## src/rtl/av_upload_pkg.sv

```systemverilog
// Shared types for the cart RAM upload responder.
// Holds the responder FSM state encoding and the default pad byte.
// No logic; imported by av_cart_upload.
package av_upload_pkg;

  typedef enum logic [1:0] {
    IDLE,
    ISSUE,
    WAIT_DATA,
    PRESENT
  } upload_state_t;

  localparam logic [7:0] AV_PAD_BYTE_C = 8'hFF;

endpackage

```

## src/rtl/av_cart_upload.sv

```systemverilog
// Purpose: serves HPS upload read strobes from cart RAM port A; returns PAD_BYTE past cart_size.
// Latency: in-range byte valid RAM_LATENCY+2 cycles after the strobe, pad byte after 2 cycles.
// Backpressure: ioctl_wait_o high while busy; strobes while busy are dropped and flagged in overrun_o.
// Optional: define AV_UPLOAD_CHECKSUM_EN for a 16-bit running byte sum on checksum_o.
module av_cart_upload
  import av_upload_pkg::*;
#(
  parameter int         ADDR_WIDTH  = 12,
  parameter int         RAM_LATENCY = 1,
  parameter logic [7:0] PAD_BYTE    = AV_PAD_BYTE_C
) (
  input  logic                  clk_11m_i,
  input  logic                  reset_n_i,
  input  logic                  ioctl_upload_i,
  input  logic                  ioctl_rd_i,
  input  logic [24:0]           ioctl_addr_i,
  output logic [7:0]            ioctl_din_o,
  output logic                  ioctl_wait_o,
  input  logic [12:0]           cart_size_i,
  output logic [ADDR_WIDTH-1:0] ram_addr_o,
  output logic                  ram_rd_o,
  input  logic [7:0]            ram_data_i,
  output logic                  upload_done_o,
  output logic                  overrun_o,
  output logic [15:0]           checksum_o
);

  upload_state_t         state_q, state_d;
  logic [ADDR_WIDTH-1:0] addr_q;
  logic                  pad_q;
  logic [1:0]            lat_cnt_q;
  logic [7:0]            din_q;
  logic                  wait_q;
  logic                  upload_q;
  logic                  done_q;
  logic                  overrun_q;
  logic                  present;
  logic                  accept;
  logic                  in_range;
  logic                  upload_rise;
  logic [7:0]            present_byte;

  // Address is servable only if no bit sits above the RAM window and it is below the image size.
  assign in_range     = ((ioctl_addr_i >> ADDR_WIDTH) == 25'd0) &&
                        (ioctl_addr_i < 25'(cart_size_i));
  assign accept       = ioctl_rd_i && ioctl_upload_i && (state_q == IDLE);
  assign upload_rise  = ioctl_upload_i && !upload_q;
  assign present_byte = pad_q ? PAD_BYTE : ram_data_i;

  // Next-state logic; a dropped upload session aborts any fetch without touching the data register.
  always_comb begin
    state_d  = state_q;
    ram_rd_o = 1'b0;
    present  = 1'b0;
    case (state_q)
      IDLE: begin
        if (accept) state_d = in_range ? ISSUE : PRESENT;
      end
      ISSUE: begin
        ram_rd_o = 1'b1;
        state_d  = (RAM_LATENCY == 1) ? PRESENT : WAIT_DATA;
      end
      WAIT_DATA: begin
        if (lat_cnt_q == 2'd0) state_d = PRESENT;
      end
      PRESENT: begin
        present = 1'b1;
        state_d = IDLE;
      end
      default: state_d = IDLE;
    endcase
    if ((state_q != IDLE) && !ioctl_upload_i) begin
      state_d = IDLE;
      present = 1'b0;
    end
  end

  // State register.
  always_ff @(posedge clk_11m_i or negedge reset_n_i) begin
    if (!reset_n_i) state_q <= IDLE;
    else            state_q <= state_d;
  end

  // Latch the request; RAM address only moves for in-range fetches.
  always_ff @(posedge clk_11m_i or negedge reset_n_i) begin
    if (!reset_n_i) begin
      addr_q <= '0;
      pad_q  <= 1'b0;
    end else if (accept) begin
      pad_q <= !in_range;
      if (in_range) addr_q <= ioctl_addr_i[ADDR_WIDTH-1:0];
    end
  end

  // Counts the extra RAM pipeline cycles spent in WAIT_DATA.
  always_ff @(posedge clk_11m_i or negedge reset_n_i) begin
    if (!reset_n_i)                                   lat_cnt_q <= 2'd0;
    else if (state_q == ISSUE)                        lat_cnt_q <= 2'(RAM_LATENCY - 2);
    else if (state_q == WAIT_DATA && lat_cnt_q != 0)  lat_cnt_q <= lat_cnt_q - 2'd1;
  end

  // Returned byte, wait flag and session edge tracking.
  always_ff @(posedge clk_11m_i or negedge reset_n_i) begin
    if (!reset_n_i) begin
      din_q    <= 8'h00;
      wait_q   <= 1'b0;
      upload_q <= 1'b0;
      done_q   <= 1'b0;
    end else begin
      if (present) din_q <= present_byte;
      wait_q   <= (state_d != IDLE);
      upload_q <= ioctl_upload_i;
      done_q   <= upload_q && !ioctl_upload_i;
    end
  end

  // Sticky overrun: a live-session strobe landing while busy; cleared when a new session starts.
  always_ff @(posedge clk_11m_i or negedge reset_n_i) begin
    if (!reset_n_i)                                               overrun_q <= 1'b0;
    else if (ioctl_rd_i && ioctl_upload_i && (state_q != IDLE))   overrun_q <= 1'b1;
    else if (upload_rise)                                         overrun_q <= 1'b0;
  end

`ifdef AV_UPLOAD_CHECKSUM_EN
  logic [15:0] checksum_q;

  // Wrapping sum of every presented byte, restarted at each session start.
  always_ff @(posedge clk_11m_i or negedge reset_n_i) begin
    if (!reset_n_i)       checksum_q <= 16'h0000;
    else if (upload_rise) checksum_q <= 16'h0000;
    else if (present)     checksum_q <= checksum_q + {8'h00, present_byte};
  end

  assign checksum_o = checksum_q;
`else
  assign checksum_o = 16'h0000;
`endif

  assign ioctl_din_o   = din_q;
  assign ioctl_wait_o  = wait_q;
  assign ram_addr_o    = addr_q;
  assign upload_done_o = done_q;
  assign overrun_o     = overrun_q;

endmodule

```

## config.mk

```make
export PLATFORM = sky130hd
export DESIGN_NAME = av_cart_upload
export DESIGN_NICKNAME = d
export VERILOG_FILES = /design/src/rtl/av_upload_pkg.sv /design/src/rtl/av_cart_upload.sv
export SDC_FILE = /design/constraint.sdc
export NUM_CORES = 1
export LEC_CHECK = 0
export CORE_MARGIN = 2
export CORE_UTILIZATION = 41
export CTS_BUF_LIST = sky130_fd_sc_hd__clkbuf_4
export DETAILED_ROUTE_END_ITERATION = 10
export GPL_ROUTABILITY_DRIVEN = 1
export PLACE_DENSITY = 0.94
export SLEW_MARGIN = 20
export SYNTH_ARGS = -nofsm -noshare
export SYNTH_HDL_FRONTEND = slang
export SYNTH_SLANG_ARGS = --single-unit
export TNS_END_PERCENT = 1
```

## constraint.sdc

```tcl
create_clock -name clk_11m_i -period 2.3 [get_ports clk_11m_i]
set_input_delay 0.69 -clock clk_11m_i [delete_from_list [all_inputs] [get_ports clk_11m_i]]
set_output_delay 0.69 -clock clk_11m_i [all_outputs]
set_load 0.005 [all_outputs]
```

Word-level counts from Yosys, hierarchy flattened
Index checks and enable logic that the tools add are counted.
- memory bits (read-only): 0
- word-level logic and storage cells: 47
- memories: 0
- flip-flop bits (word level): 29
- output and inout port bits: 40
- bits in latches: 0
- memory bits (writable): 0
- multiply operators: 0
- bitwise operators: 0
- div/mod/pow operators: 0
- equality and inequality tests: 3
- magnitude comparators: 1
- muxes and demuxes: 13
- reduce and logical (&&, ||, !) cells: 20
- add/sub/neg operators: 1
- shift-type cells: 0
- operator list (cell ; count):
    25-bit zero test ; 1
    25-bit by 13-bit < comparator with 1-bit output ; 1
    2-bit two-way mux ; 6
    2-bit nonzero test ; 5
    1-bit logical AND ; 8
    8-bit two-way mux ; 1
    2-bit case mux with 4 select lines ; 1
    1-bit two-way mux ; 5
    2-bit == test (second input constant) ; 2
    2-bit zero test ; 2
    1-bit zero test ; 3
    2-bit by 1-bit == test with 1-bit output (second input constant) ; 1
    2-bit AND reduction ; 1
    2-bit by 1-bit subtractor with 2-bit output (second input constant) ; 1

Longest topological paths before layout
Gate-level depths: netlist (run 1).
- depth in word-level cells: 7
- gate-level depth with buffers: 8
- depth with buffers taken out: 7

Worst setup path after synthesis (run 1)
No wires, ideal clock.
- path type: input to register
- start: input ioctl_addr_i[13]
- end: register addr_q[0] (netlist: ram_addr_o[0])
- path buffers: 1
- cell stages on the path: 6
- data required time: 2.175 ns
- path slack: -0.220 ns
- setup time: 0.125 ns
- arrival: 2.394 ns
- cell sequence: or4_4 -> nor3_2 -> nand3_1 -> a2111oi_4 -> buf_6 -> mux2_4
- longest elaborated chain between the ends: 3
- RTL lines (element ; line ; text):
    start: declaration ; av_cart_upload.sv:16 ; input logic [24:0] ioctl_addr_i,
    25-bit by 13-bit < comparator with 1-bit output or 25-bit zero test (tied branches) ; av_cart_upload.sv:45, av_cart_upload.sv:44 ;
    1-bit logical AND * ; av_cart_upload.sv:44 ; assign in_range = ((ioctl_addr_i >> ADDR_WIDTH) == 25'd0) &&
    2-bit AND reduction (no source line) * ; - ;
    end signal: assignment ; av_cart_upload.sv:91 ; if (in_range) addr_q <= ioctl_addr_i[ADDR_WIDTH-1:0];
    end: declaration ; av_cart_upload.sv:29 ; logic [ADDR_WIDTH-1:0] addr_q;
Mark *: on every way between the ends. The rest lies on a longest branch, timed or not.
A chain may end at the register's enable or synchronous reset.

Worst setup path after layout (run 1)
- start: input ioctl_addr_i[20]
- end: register addr_q[3] (netlist: ram_addr_o[3])
Same word-level chain as after synthesis.

==> results.cfg, run 1 <==
[floorplanning]
placementRows = 23
io_pins = 90
initial_utilization_pct = 42.63
chipHeight_um = 68.50
die_width_um = 68.50
coreArea_um2 = 4000
floorplan.die_area_um2 = 4692

[clock_tree]
clk_latency_ns = 0.33
clock-root-buffer = sky130_fd_sc_hd__clkbuf_4
htree_num_levels = 2
tritoncts.num_buffers = 5
holdBufCountCts = 0
clkTransAtPathRegs_ns = 0.09
cts_tree = built
cts.sinks = 29
cts-root-to-sink-buffers = 2

[pwr]
total_leakage_power_nw = 1.295
clkPwrFrac_pct = 17.9
power.sequential.fraction_pct = 41.3
worst_voltage_drop_across_the_vdd_grid_mv = 0.3101
cellInternalPower_mw = 1.147
power.net_switching_uw = 551.7
power_switching_share_pct = 32.47
pwr-share-comb_pct = 40.8
cellPowerDensity_nw_per_um2 = 635.1

[timing]
final_worst_hold_slack_ns = 0.4908
setup-tns-final_ns = -0.1873
final.setup.worst_slack_ns = -0.03240
fmax_mhz = 428.7
period_needed_ns = 2.332
timing_max_transition_violations_final = 0
final-setup-viol-count = 8
clock-skew-final_ns = 0.007467
grt_setup_unrepaired = true
fin_crit_sh_pct = 101.4
finalHoldViolations = 0

[synth]
synth_top_cell_by_area = sky130_fd_sc_hd__dfrtp_1
share_of_the_synthesized_area_in_compound_gates_ao_oa_aoi_oai_pct = 11.52
synth_xor_xnor_area_share_pct = 0.5136
seq_area_frac_synth_pct = 42.55
yosys.area.top_type_share_pct = 42.55
synth-adder-area-share_pct = 12.47
synth.mux.area_fraction_pct = 9.464
synth_area_um2 = 1705
combinational_family_with_the_most_area_after_synthesis = adder cells
post_synth.cell_area_avg_um2 = 10.40
post_synth_num_cell_types = 33
ys_warn_count = 0
synth_area_leaders = sky130_fd_sc_hd__dfrtp_1, sky130_fd_sc_hd__ha_1, sky130_fd_sc_hd__buf_4
synthCells = 164
synth_simple_gate_area_share_pct = 11.59
postSynthRegisterBits = 29

[placement]
gp_routability_congestion = 0.7549
portbufs = 73
dpl_hpwl_um = 3000
postPlaceCellArea_um2 = 2529
placement.setup.worst_slack_ns = -0.7492

[layout]
nFillCells = 325
antennaDiodeCount = 0
num-nets-final = 322
areaGrowthSynthToFinish_pct = 56.86
multi_input_comb_area_um2 = 972.2
drive_above_1_share_pct = 26.95
seqCellArea_um2 = 725.7
layout.cell_area.non_filler_um2 = 2675

[global_route]
number_of_global_route_vias_before_repair = 1350
grt_remaining_overflow = 0
grt_antenna_before_repair = 0
grt_start_max_net_pins = 30
grtUsageTotal_pct = 17.14
grt_pass1_wl_um = 5851

[route]
routed_wire_length_per_instance_um = 12.17
detail-route-antenna-nets = 0
drt_iter0_markers = 67
drt_first_pass_iters = 4
wirelength_um = 3723
vias = 1413
post_drt_via_cell_ratio = 4.618
remaining_drc_errors = 0

[critical_path]
critical_path.max_stage_delay_ns = 0.49
reg2reg_setup_slack_ns = 0.17
cp_cell_sequence = clkdlybuf4s15_1 -> or4_4 -> nor3_4 -> nand3_2 -> a2111oi_4 -> buf_4 -> mux2_4
worst_setup_path_end_kind = register
critical_path_peak_fanout = 4
timing.critical_path.arrival_ns = 2.55
critical_path.startpoint_type = primary input
path_class = in -> reg
cp_data_required_time_ns = 2.52
cp_slowest_cell = sky130_fd_sc_hd__or4_4

[worst_hold_path]
holdCritPathClass = reg -> reg

[outcome]
run_status = complete, but fails checks
failing_checks = negative setup slack

[flow_run]
timing.max_cap.violations = 0
final timing paths:
check,end,startpoint,cells past startpoint
setup / recovery,ram_addr_o[3],ioctl_addr_i[20],7
setup reg to reg,ram_addr_o[3],state_q[0],8
hold reg to reg,ioctl_din_o[0],ioctl_din_o[0],2
min in group asynchronous,ram_addr_o[8],reset_n_i,2
max in group asynchronous,ioctl_din_o[5],reset_n_i,2
hold / removal,ioctl_din_o[0],ioctl_din_o[0],2
power groups by stage:
stage	Combinational [mW]	Clock, mW	Sequential, mW
CTS	0.701	0.311	0.702
floorplan	0.310	0	0.715
global route	0.786	0.339	0.717
finish	0.693	0.304	0.702
global placement	0.664	0	0.705
detailed placement	0.694	0	0.713
placed cells by master (no fill, tap or decap), types with 3 or more instances in the layout:
cell                              Yosys  layout
sky130_fd_sc_hd__buf_4               16      14
sky130_fd_sc_hd__clkbuf_2             0       5
sky130_fd_sc_hd__clkbuf_4             0       5
sky130_fd_sc_hd__clkdlybuf4s15_1      0       8
sky130_fd_sc_hd__clkdlybuf4s50_1      0      40
sky130_fd_sc_hd__conb_1               1      16
sky130_fd_sc_hd__dfrtp_1             29      29
sky130_fd_sc_hd__dlygate4sd2_1        0      17
sky130_fd_sc_hd__ha_1                17       9
sky130_fd_sc_hd__ha_2                 0       3
sky130_fd_sc_hd__ha_4                 0       5
sky130_fd_sc_hd__inv_1               16      10
sky130_fd_sc_hd__inv_2                0       6
sky130_fd_sc_hd__mux2_4               7      12
sky130_fd_sc_hd__nand2_1             10      10
sky130_fd_sc_hd__nand2b_1             4       4
sky130_fd_sc_hd__nor2_1              12      11
sky130_fd_sc_hd__o21ai_0             16      15
cells in the mapped netlist:
| master | number |
|---|---|
| sky130_fd_sc_hd__o21ai_0 | 16 |
| sky130_fd_sc_hd__nand2b_1 | 4 |
| sky130_fd_sc_hd__a31oi_1 | 1 |
| sky130_fd_sc_hd__a22o_1 | 1 |
| sky130_fd_sc_hd__clkbuf_1 | 1 |
| sky130_fd_sc_hd__a211oi_1 | 1 |
| sky130_fd_sc_hd__or4_4 | 2 |
| sky130_fd_sc_hd__conb_1 | 1 |
| sky130_fd_sc_hd__a2111oi_4 | 1 |
| sky130_fd_sc_hd__mux2_2 | 5 |
| sky130_fd_sc_hd__a41o_1 | 1 |
| sky130_fd_sc_hd__nor3_2 | 1 |
| sky130_fd_sc_hd__a21o_1 | 2 |
| sky130_fd_sc_hd__a211o_1 | 1 |
| sky130_fd_sc_hd__nor3_1 | 2 |
| sky130_fd_sc_hd__nor2_1 | 12 |
| sky130_fd_sc_hd__nand2_1 | 10 |
| sky130_fd_sc_hd__nand4_1 | 2 |
| sky130_fd_sc_hd__mux2_4 | 7 |
| sky130_fd_sc_hd__nand3_1 | 2 |
| sky130_fd_sc_hd__buf_1 | 1 |
| sky130_fd_sc_hd__nor4_1 | 1 |
| sky130_fd_sc_hd__ha_1 | 17 |
| sky130_fd_sc_hd__nor2b_1 | 2 |
| sky130_fd_sc_hd__buf_4 | 16 |
| sky130_fd_sc_hd__o21ai_1 | 1 |
| sky130_fd_sc_hd__xnor2_1 | 1 |
| sky130_fd_sc_hd__a21oi_1 | 4 |
| sky130_fd_sc_hd__o21a_1 | 1 |
| sky130_fd_sc_hd__dfrtp_1 | 29 |
| sky130_fd_sc_hd__inv_1 | 16 |
| sky130_fd_sc_hd__and2_1 | 1 |
| sky130_fd_sc_hd__buf_6 | 1 |
state kept, by name, indices dropped and copies added, names as in the netlist:
signal	cells
ioctl_din_o	8
upload_done_o	1
ram_addr_o	12
ioctl_wait_o	1
state_q	2
overrun_o	1
lat_cnt_q	2
pad_q	1
upload_q	1
kinds of logic (layout without fill, tap and decap cells):
family | Yosys count | after routing
mux | 12 | 12
fa+ha+maj | 17 | 17
buf+inv | 35 | 112
compound gates | 30 | 30
flops | 29 | 29
simple gates | 39 | 39
xor+xnor | 1 | 1
other cells | 1 | 16
metrics by stage:
step | instances | util [%] | total power [mW]
2_1_floorplan | 179 | - | 1.026
3_3_place_gp | 298 | 63.22 | 1.369
3_5_place_dp | 298 | 63.22 | 1.407
4_1_cts | 306 | 66.97 | 1.714
5_1_grt | 306 | 66.88 | 1.842
6_report | 306 | 66.88 | 1.699
worst max-delay path, delay by kind of cell:
kind	cells	cell delay [ns]
compound gates	1	0.41
simple gates	3	0.77
buf+inv	2	0.39
mux	1	0.30
final cells by class:
class                           instances  share of cell area (%)
Tap cell                               50                   2.339
Clock buffer                            5                   1.403
Timing Repair Buffer                   88                   29.89
Clock inverter                          3                  0.6548
Multi-Input combinational cell        115                   36.34
Inverter                               16                   2.245
Sequential cell                        29                   27.13
per-layer routing:
layer / up-vias / track usage (%) / routed length [µm]
met4: 0 / 4.500 / 42
met2: 66 / 28.97 / 1798
li1: 704 / - / -
met5: - / 0 / 0
met1: 638 / 20.10 / 1552
met3: 5 / 6.981 / 328
what timing repair did:
action                                 CTS  global route
buffers inserted                         0             0
endpoints found under the hold margin    0             0
pin swaps                               22             4
setup endpoints to repair               15            13
resized for setup                       73            14
Power figures use the tool's default switching activity.
==> run 2: changes to the inputs <==
--- a/config.mk
+++ b/config.mk
@@ -11,6 +11,7 @@
 export DETAILED_ROUTE_END_ITERATION = 10
 export GPL_ROUTABILITY_DRIVEN = 1
 export PLACE_DENSITY = 0.94
+export REMOVE_ABC_BUFFERS = 1
 export SLEW_MARGIN = 20
 export SYNTH_ARGS = -nofsm -noshare
 export SYNTH_HDL_FRONTEND = slang
==> run 2 against run 1 <==
Effect of this change:
- the flow still finishes with violations (negative setup slack)
- critical path type unchanged
- power is 0.87% higher
- hold slack worse by 0.0047 ns
- non-clock buffer count shrank 4
- flip-flop and latch count stayed put
==> results.cfg, run 2 (synthesis gave the netlist of run 1 again) <==
[timing]
final.setup.worst_slack_ns = -0.002107
timing_max_transition_violations_final = 0
fin_crit_sh_pct = 100.1
fmax_mhz = 434.4
final-setup-viol-count = 1
finalHoldViolations = 0
clock-skew-final_ns = 0.01145
setup-tns-final_ns = -0.002107
period_needed_ns = 2.302

[critical_path]
worst_setup_path_end_kind = register
ff2ff_path_depth = 8
path_class = in -> reg
critical_path_peak_fanout = 8
timing.critical_path.arrival_ns = 2.52
critical_path.startpoint_type = primary input
cp_data_required_time_ns = 2.52

[clock_tree]
cts_tree = built
clkTransAtPathRegs_ns = 0.09
tritoncts.num_buffers = 5
clk_latency_ns = 0.32
cts.sinks = 29
holdBufCountCts = 0
htree_num_levels = 2
cts-root-to-sink-buffers = 2
clock-root-buffer = sky130_fd_sc_hd__clkbuf_4

[floorplanning]
die_width_um = 68.50
initial_utilization_pct = 42.63
io_pins = 90
floorplan.die_area_um2 = 4692
coreArea_um2 = 4000
chipHeight_um = 68.50
placementRows = 23

[layout]
postLayoutCoreUtil_pct = 68.10
num-nets-final = 318
mostFrequentLayoutCells = sky130_fd_sc_hd__clkdlybuf4s50_1, sky130_fd_sc_hd__dfrtp_1, sky130_fd_sc_hd__dlygate4sd2_1
antennaDiodeCount = 0
flip_flop_count_of_the_largest_register_after_layout = 12
areaGrowthSynthToFinish_pct = 59.72
drive_above_1_share_pct = 28.17
nFillCells = 302
layout.cells.most_common = sky130_fd_sc_hd__clkdlybuf4s50_1

[route]
drt_iter0_markers = 36
routed_wire_length_per_instance_um = 13.84
post_drt_via_cell_ratio = 4.719
detail-route-antenna-nets = 0
wirelength_um = 4181
drt_first_pass_iters = 4
vias = 1425
remaining_drc_errors = 0

[global_route]
grt_remaining_overflow = 0
grt_antenna_before_repair = 0
grt_pass1_wl_um = 6182
number_of_global_route_vias_before_repair = 1389
grt_start_max_net_pins = 30
grtUsageTotal_pct = 18.24

[placement]
portbufs = 73
dpl_hpwl_um = 2921
gp_routability_congestion = 0.7739

[pwr]
total_leakage_power_nw = 1.288
worst_voltage_drop_across_the_vdd_grid_mv = 0.2410
cellPowerDensity_nw_per_um2 = 629.2

[outcome]
run_status = complete, but fails checks
failing_checks = negative setup slack

[flow_run]
timing.max_cap.violations = 0

[worst_hold_path]
holdCritPathClass = reg -> reg
hold_depth = 2
run 2: cell count changes in the layout (fill, tap and decap cells not counted), moves of 2 or more:
cell	change
sky130_fd_sc_hd__buf_4	-4
sky130_fd_sc_hd__ha_1	-4
sky130_fd_sc_hd__clkdlybuf4s15_1	-3
sky130_fd_sc_hd__ha_4	+3
sky130_fd_sc_hd__clkinv_1	+2
sky130_fd_sc_hd__dlymetal6s2s_1	+2
sky130_fd_sc_hd__inv_1	-2
sky130_fd_sc_hd__inv_2	+2
run 2: critical path, stage by stage:
cell and delay [ns]:
sky130_fd_sc_hd__clkdlybuf4s50_1 0.46, sky130_fd_sc_hd__nand2b_4 0.18, sky130_fd_sc_hd__a31oi_4 0.20, sky130_fd_sc_hd__o21ai_4 0.08, sky130_fd_sc_hd__a2111oi_4 0.38, sky130_fd_sc_hd__buf_6 0.21
sky130_fd_sc_hd__mux2_4 0.31
run 2: final timing paths:
check	from	to	slack (ns)
max	ioctl_addr_i[0]	ram_addr_o[0]	-0.002
min	ioctl_din_o[1]	ioctl_din_o[1]	0.49
max reg2reg	state_q[0]	ram_addr_o[0]	0.18
min reg2reg	ioctl_din_o[1]	ioctl_din_o[1]	0.49
max in group asynchronous	reset_n_i	ioctl_din_o[3]	1.27
min in group asynchronous	reset_n_i	ioctl_din_o[7]	0.73
run 2: routing by layer:
layer / global-route usage (%) / part of all wire [%] / wire length (µm)
met1: 20.68 / 40 / 1675
met2: 30.41 / 51 / 2145
met3: 7.630 / 7.8 / 325
met4: 7.000 / 0.81 / 34
met5: 0 / 0 / 0
run 2: where the power goes:
part	internal (mW)	leakage (nW)	switching (mW)	total, mW
Combinational	0.416	0.891	0.309	0.725
Sequential	0.636	0.366	0.0688	0.705
Clock	0.110	0.0300	0.173	0.284
Total	1.16	1.29	0.551	1.71
run 2: layout make-up:
| cell class | count | area [µm²] | share of cell area [%] |
|---|---|---|---|
| clock buffer | 5 | 37.54 | 1.378 |
| clock inverter | 3 | 12.51 | 0.4593 |
| inverter | 16 | 60.06 | 2.205 |
| multi-input combinational | 115 | 1052 | 38.63 |
| sequential | 29 | 725.7 | 26.64 |
| tap | 50 | 62.56 | 2.297 |
| timing repair buffer | 84 | 773.2 | 28.39 |
run 2: timing repair:
item                       CTS  global route
resized for setup           67            28
setup buffers                1             2
pin swaps                   16            11
setup endpoints to repair   15            14
run 2: stage by stage:
stage / hold WS (ns) / power [mW] / area, µm² / cells / worst slack, ns
2_1_floorplan: 0.3944 / 1.004 / 1623 / 160 / -0.4708
3_3_place_gp: 0.4634 / 1.347 / 2484 / 292 / -0.7081
3_5_place_dp: 0.4720 / 1.385 / 2484 / 292 / -0.7566
4_1_cts: 0.4906 / 1.686 / 2671 / 300 / 0.002590
5_1_grt: 0.5229 / 1.861 / 2724 / 302 / -0.003084
6_report: 0.4861 / 1.714 / 2724 / 302 / -0.002107
==> run 3: changes to the inputs <==
--- a/config.mk
+++ b/config.mk
@@ -6,12 +6,13 @@
 export NUM_CORES = 1
 export LEC_CHECK = 0
 export CORE_MARGIN = 2
-export CORE_UTILIZATION = 41
+export CORE_UTILIZATION = 30
 export CTS_BUF_LIST = sky130_fd_sc_hd__clkbuf_4
 export DETAILED_ROUTE_END_ITERATION = 10
 export GPL_ROUTABILITY_DRIVEN = 1
-export PLACE_DENSITY = 0.94
+export PLACE_DENSITY = 0.75
 export REMOVE_ABC_BUFFERS = 1
+export SKIP_LAST_GASP = 1
 export SLEW_MARGIN = 20
 export SYNTH_ARGS = -nofsm -noshare
 export SYNTH_HDL_FRONTEND = slang
==> run 3 against run 2 <==
Effect of this change:
- the run still ends with negative setup slack left
- die area grew 34%
- power shrank 0.83%
- combinational power shrank 4.4%
- setup slack lost 0.0094 ns
- critical path type unchanged
- sequential share of layout area grew 0.074 points
- final cell count grew 8.6%
- largest power group is now sequential cells
- non-clock buffer count grew 4
- largest cell class unchanged
==> results.cfg, run 3 (synthesis gave the netlist of run 1 again) <==
[global_route]
grt_remaining_overflow = 0
grtUsageTotal_pct = 13.38
grt_pass1_wl_um = 6492
grt_start_max_net_pins = 30
grt_antenna_before_repair = 0
number_of_global_route_vias_before_repair = 1411

[route]
wirelength_um = 3928
drt_iter0_markers = 66
drt_first_pass_iters = 4
vias = 1411
detail-route-antenna-nets = 0
post_drt_via_cell_ratio = 4.302
remaining_drc_errors = 0
routed_wire_length_per_instance_um = 11.98

[timing]
clock-skew-final_ns = 0.01416
finalHoldViolations = 0
final.setup.worst_slack_ns = -0.01151
fin_crit_sh_pct = 100.5
period_needed_ns = 2.312
timing_max_transition_violations_final = 0
final-setup-viol-count = 3
grt_setup_unrepaired = true
fmax_mhz = 432.6

[critical_path]
critical_path.startpoint_type = primary input
worst_r2r_start = state_q[0]
ff2ff_path_depth = 8
worst_setup_path_end_kind = register
cp_slowest_cell = sky130_fd_sc_hd__a2111oi_4
crit-reg2reg-capture = ram_addr_o[1]
crit_end = ram_addr_o[1]
critical_path_cell_count = 8
timing.critical_path.arrival_ns = 2.52
buf_inv_stages_crit_path = 2
critical_path.max_stage_delay_ns = 0.40
reg2reg_setup_slack_ns = 0.29
startpoint = ioctl_addr_i[8]
cp_cell_sequence = clkdlybuf4s15_1 -> ha_4 -> a41o_1 -> a21oi_2 -> nor3_2 -> a2111oi_4 -> buf_4 -> mux2_4
cp_data_required_time_ns = 2.51
path_class = in -> reg
critical_path_peak_fanout = 4
cpLargestDelayFamily = compound AO/OA/AOI/OAI gates

[clock_tree]
holdBufCountCts = 0
cts_tree = built
clkTransAtPathRegs_ns = 0.10
cts-root-to-sink-buffers = 2
htree_num_levels = 2
clock-root-buffer = sky130_fd_sc_hd__clkbuf_4
clk_latency_ns = 0.33
cts.sinks = 29
tritoncts.num_buffers = 5

[floorplanning]
io_pins = 90
die_width_um = 79.40
chipHeight_um = 79.40
coreArea_um2 = 5507
initial_utilization_pct = 30.97
floorplan.die_area_um2 = 6304
placementRows = 27

[placement]
number_of_cells_in_the_design_after_placement = 319
dpl_hpwl_um = 2910
placement.setup.worst_slack_ns = -0.8123
gp_routability_congestion = 0.7504
portbufs = 73

[pwr]
worst_voltage_drop_across_the_vdd_grid_mv = 0.2832
cellPowerDensity_nw_per_um2 = 625.6
total_leakage_power_nw = 1.274

[layout]
mostFrequentLayoutCells = sky130_fd_sc_hd__clkdlybuf4s50_1, sky130_fd_sc_hd__dfrtp_1, sky130_fd_sc_hd__dlygate4sd2_1
drive_above_1_share_pct = 25.78
final_cell_count_no_fill = 328
flip_flop_count_of_the_largest_register_after_layout = 12
antennaDiodeCount = 0
areaGrowthSynthToFinish_pct = 59.28
layout.cells.most_common = sky130_fd_sc_hd__clkdlybuf4s50_1
num-nets-final = 322
postLayoutCoreUtil_pct = 49.33

[outcome]
failing_checks = negative setup slack
run_status = complete, but fails checks

[worst_hold_path]
holdCritPathClass = reg -> reg

[flow_run]
timing.max_cap.violations = 0
run 3: worst reg2reg max path, cell delays in order, from the launching register on:
cell	delay [ns]
sky130_fd_sc_hd__dfrtp_1	0.44
sky130_fd_sc_hd__inv_1	0.10
sky130_fd_sc_hd__ha_1	0.17
sky130_fd_sc_hd__nand3_1	0.12
sky130_fd_sc_hd__nor3_2	0.12
sky130_fd_sc_hd__nand3_1	0.12
sky130_fd_sc_hd__a2111oi_4	0.29
sky130_fd_sc_hd__buf_4	0.23
sky130_fd_sc_hd__mux2_4	0.31
run 3: timing repair:
| item | CTS | global route |
|---|---|---|
| cloned | 1 | 0 |
| setup endpoints to repair | 15 | 13 |
| setup buffers | 1 | 0 |
| resized for setup | 75 | 0 |
| pin swaps | 20 | 0 |
run 3: cell type report:
type	count	area (µm²)
Clock buffer	6	45.04
Inverter	16	60.06
Clock inverter	2	10.01
Sequential cell	29	725.7
Timing Repair Buffer	88	812.0
Fill cell	533	2790
Multi-Input combinational cell	115	973.4
Tap cell	72	90.09
run 3: power breakdown:
| group | internal [mW] | switching, mW |
|---|---|---|
| sequential | 0.636 | 0.0645 |
| clock | 0.128 | 0.178 |
| combinational | 0.403 | 0.290 |
run 3: worst min path at each step:
stage / start / endpoint / slack, ns / cells after the start
2_1_floorplan: reset_n_i / ioctl_din_o[0] / 0.39 / 0
3_3_place_gp: upload_q / upload_done_o / 0.46 / 1
3_5_place_dp: upload_q / upload_done_o / 0.47 / 1
4_1_cts: upload_q / upload_done_o / 0.48 / 1
5_1_grt: upload_q / upload_done_o / 0.51 / 1
6_report: upload_q / upload_done_o / 0.49 / 1
run 3: stage by stage:
step | setup TNS, ns | hold WS (ns) | cell area [µm²] | total power, mW
2_1_floorplan | -5.915 | 0.3944 | 1623 | 1.004
3_3_place_gp | -11.14 | 0.4637 | 2549 | 1.372
3_5_place_dp | -11.29 | 0.4709 | 2549 | 1.391
4_1_cts | 0 | 0.4815 | 2716 | 1.718
5_1_grt | -0.6439 | 0.5066 | 2716 | 1.853
6_report | -0.02043 | 0.4861 | 2716 | 1.699
run 3: routing by layer:
metal	GRT usage, %	vias up	part of all wire, %
met5	0	-	0
met4	5.172	0	1.5
met3	5.317	8	9.2
met2	21.69	66	48
met1	15.93	631	41
li1	-	706	-
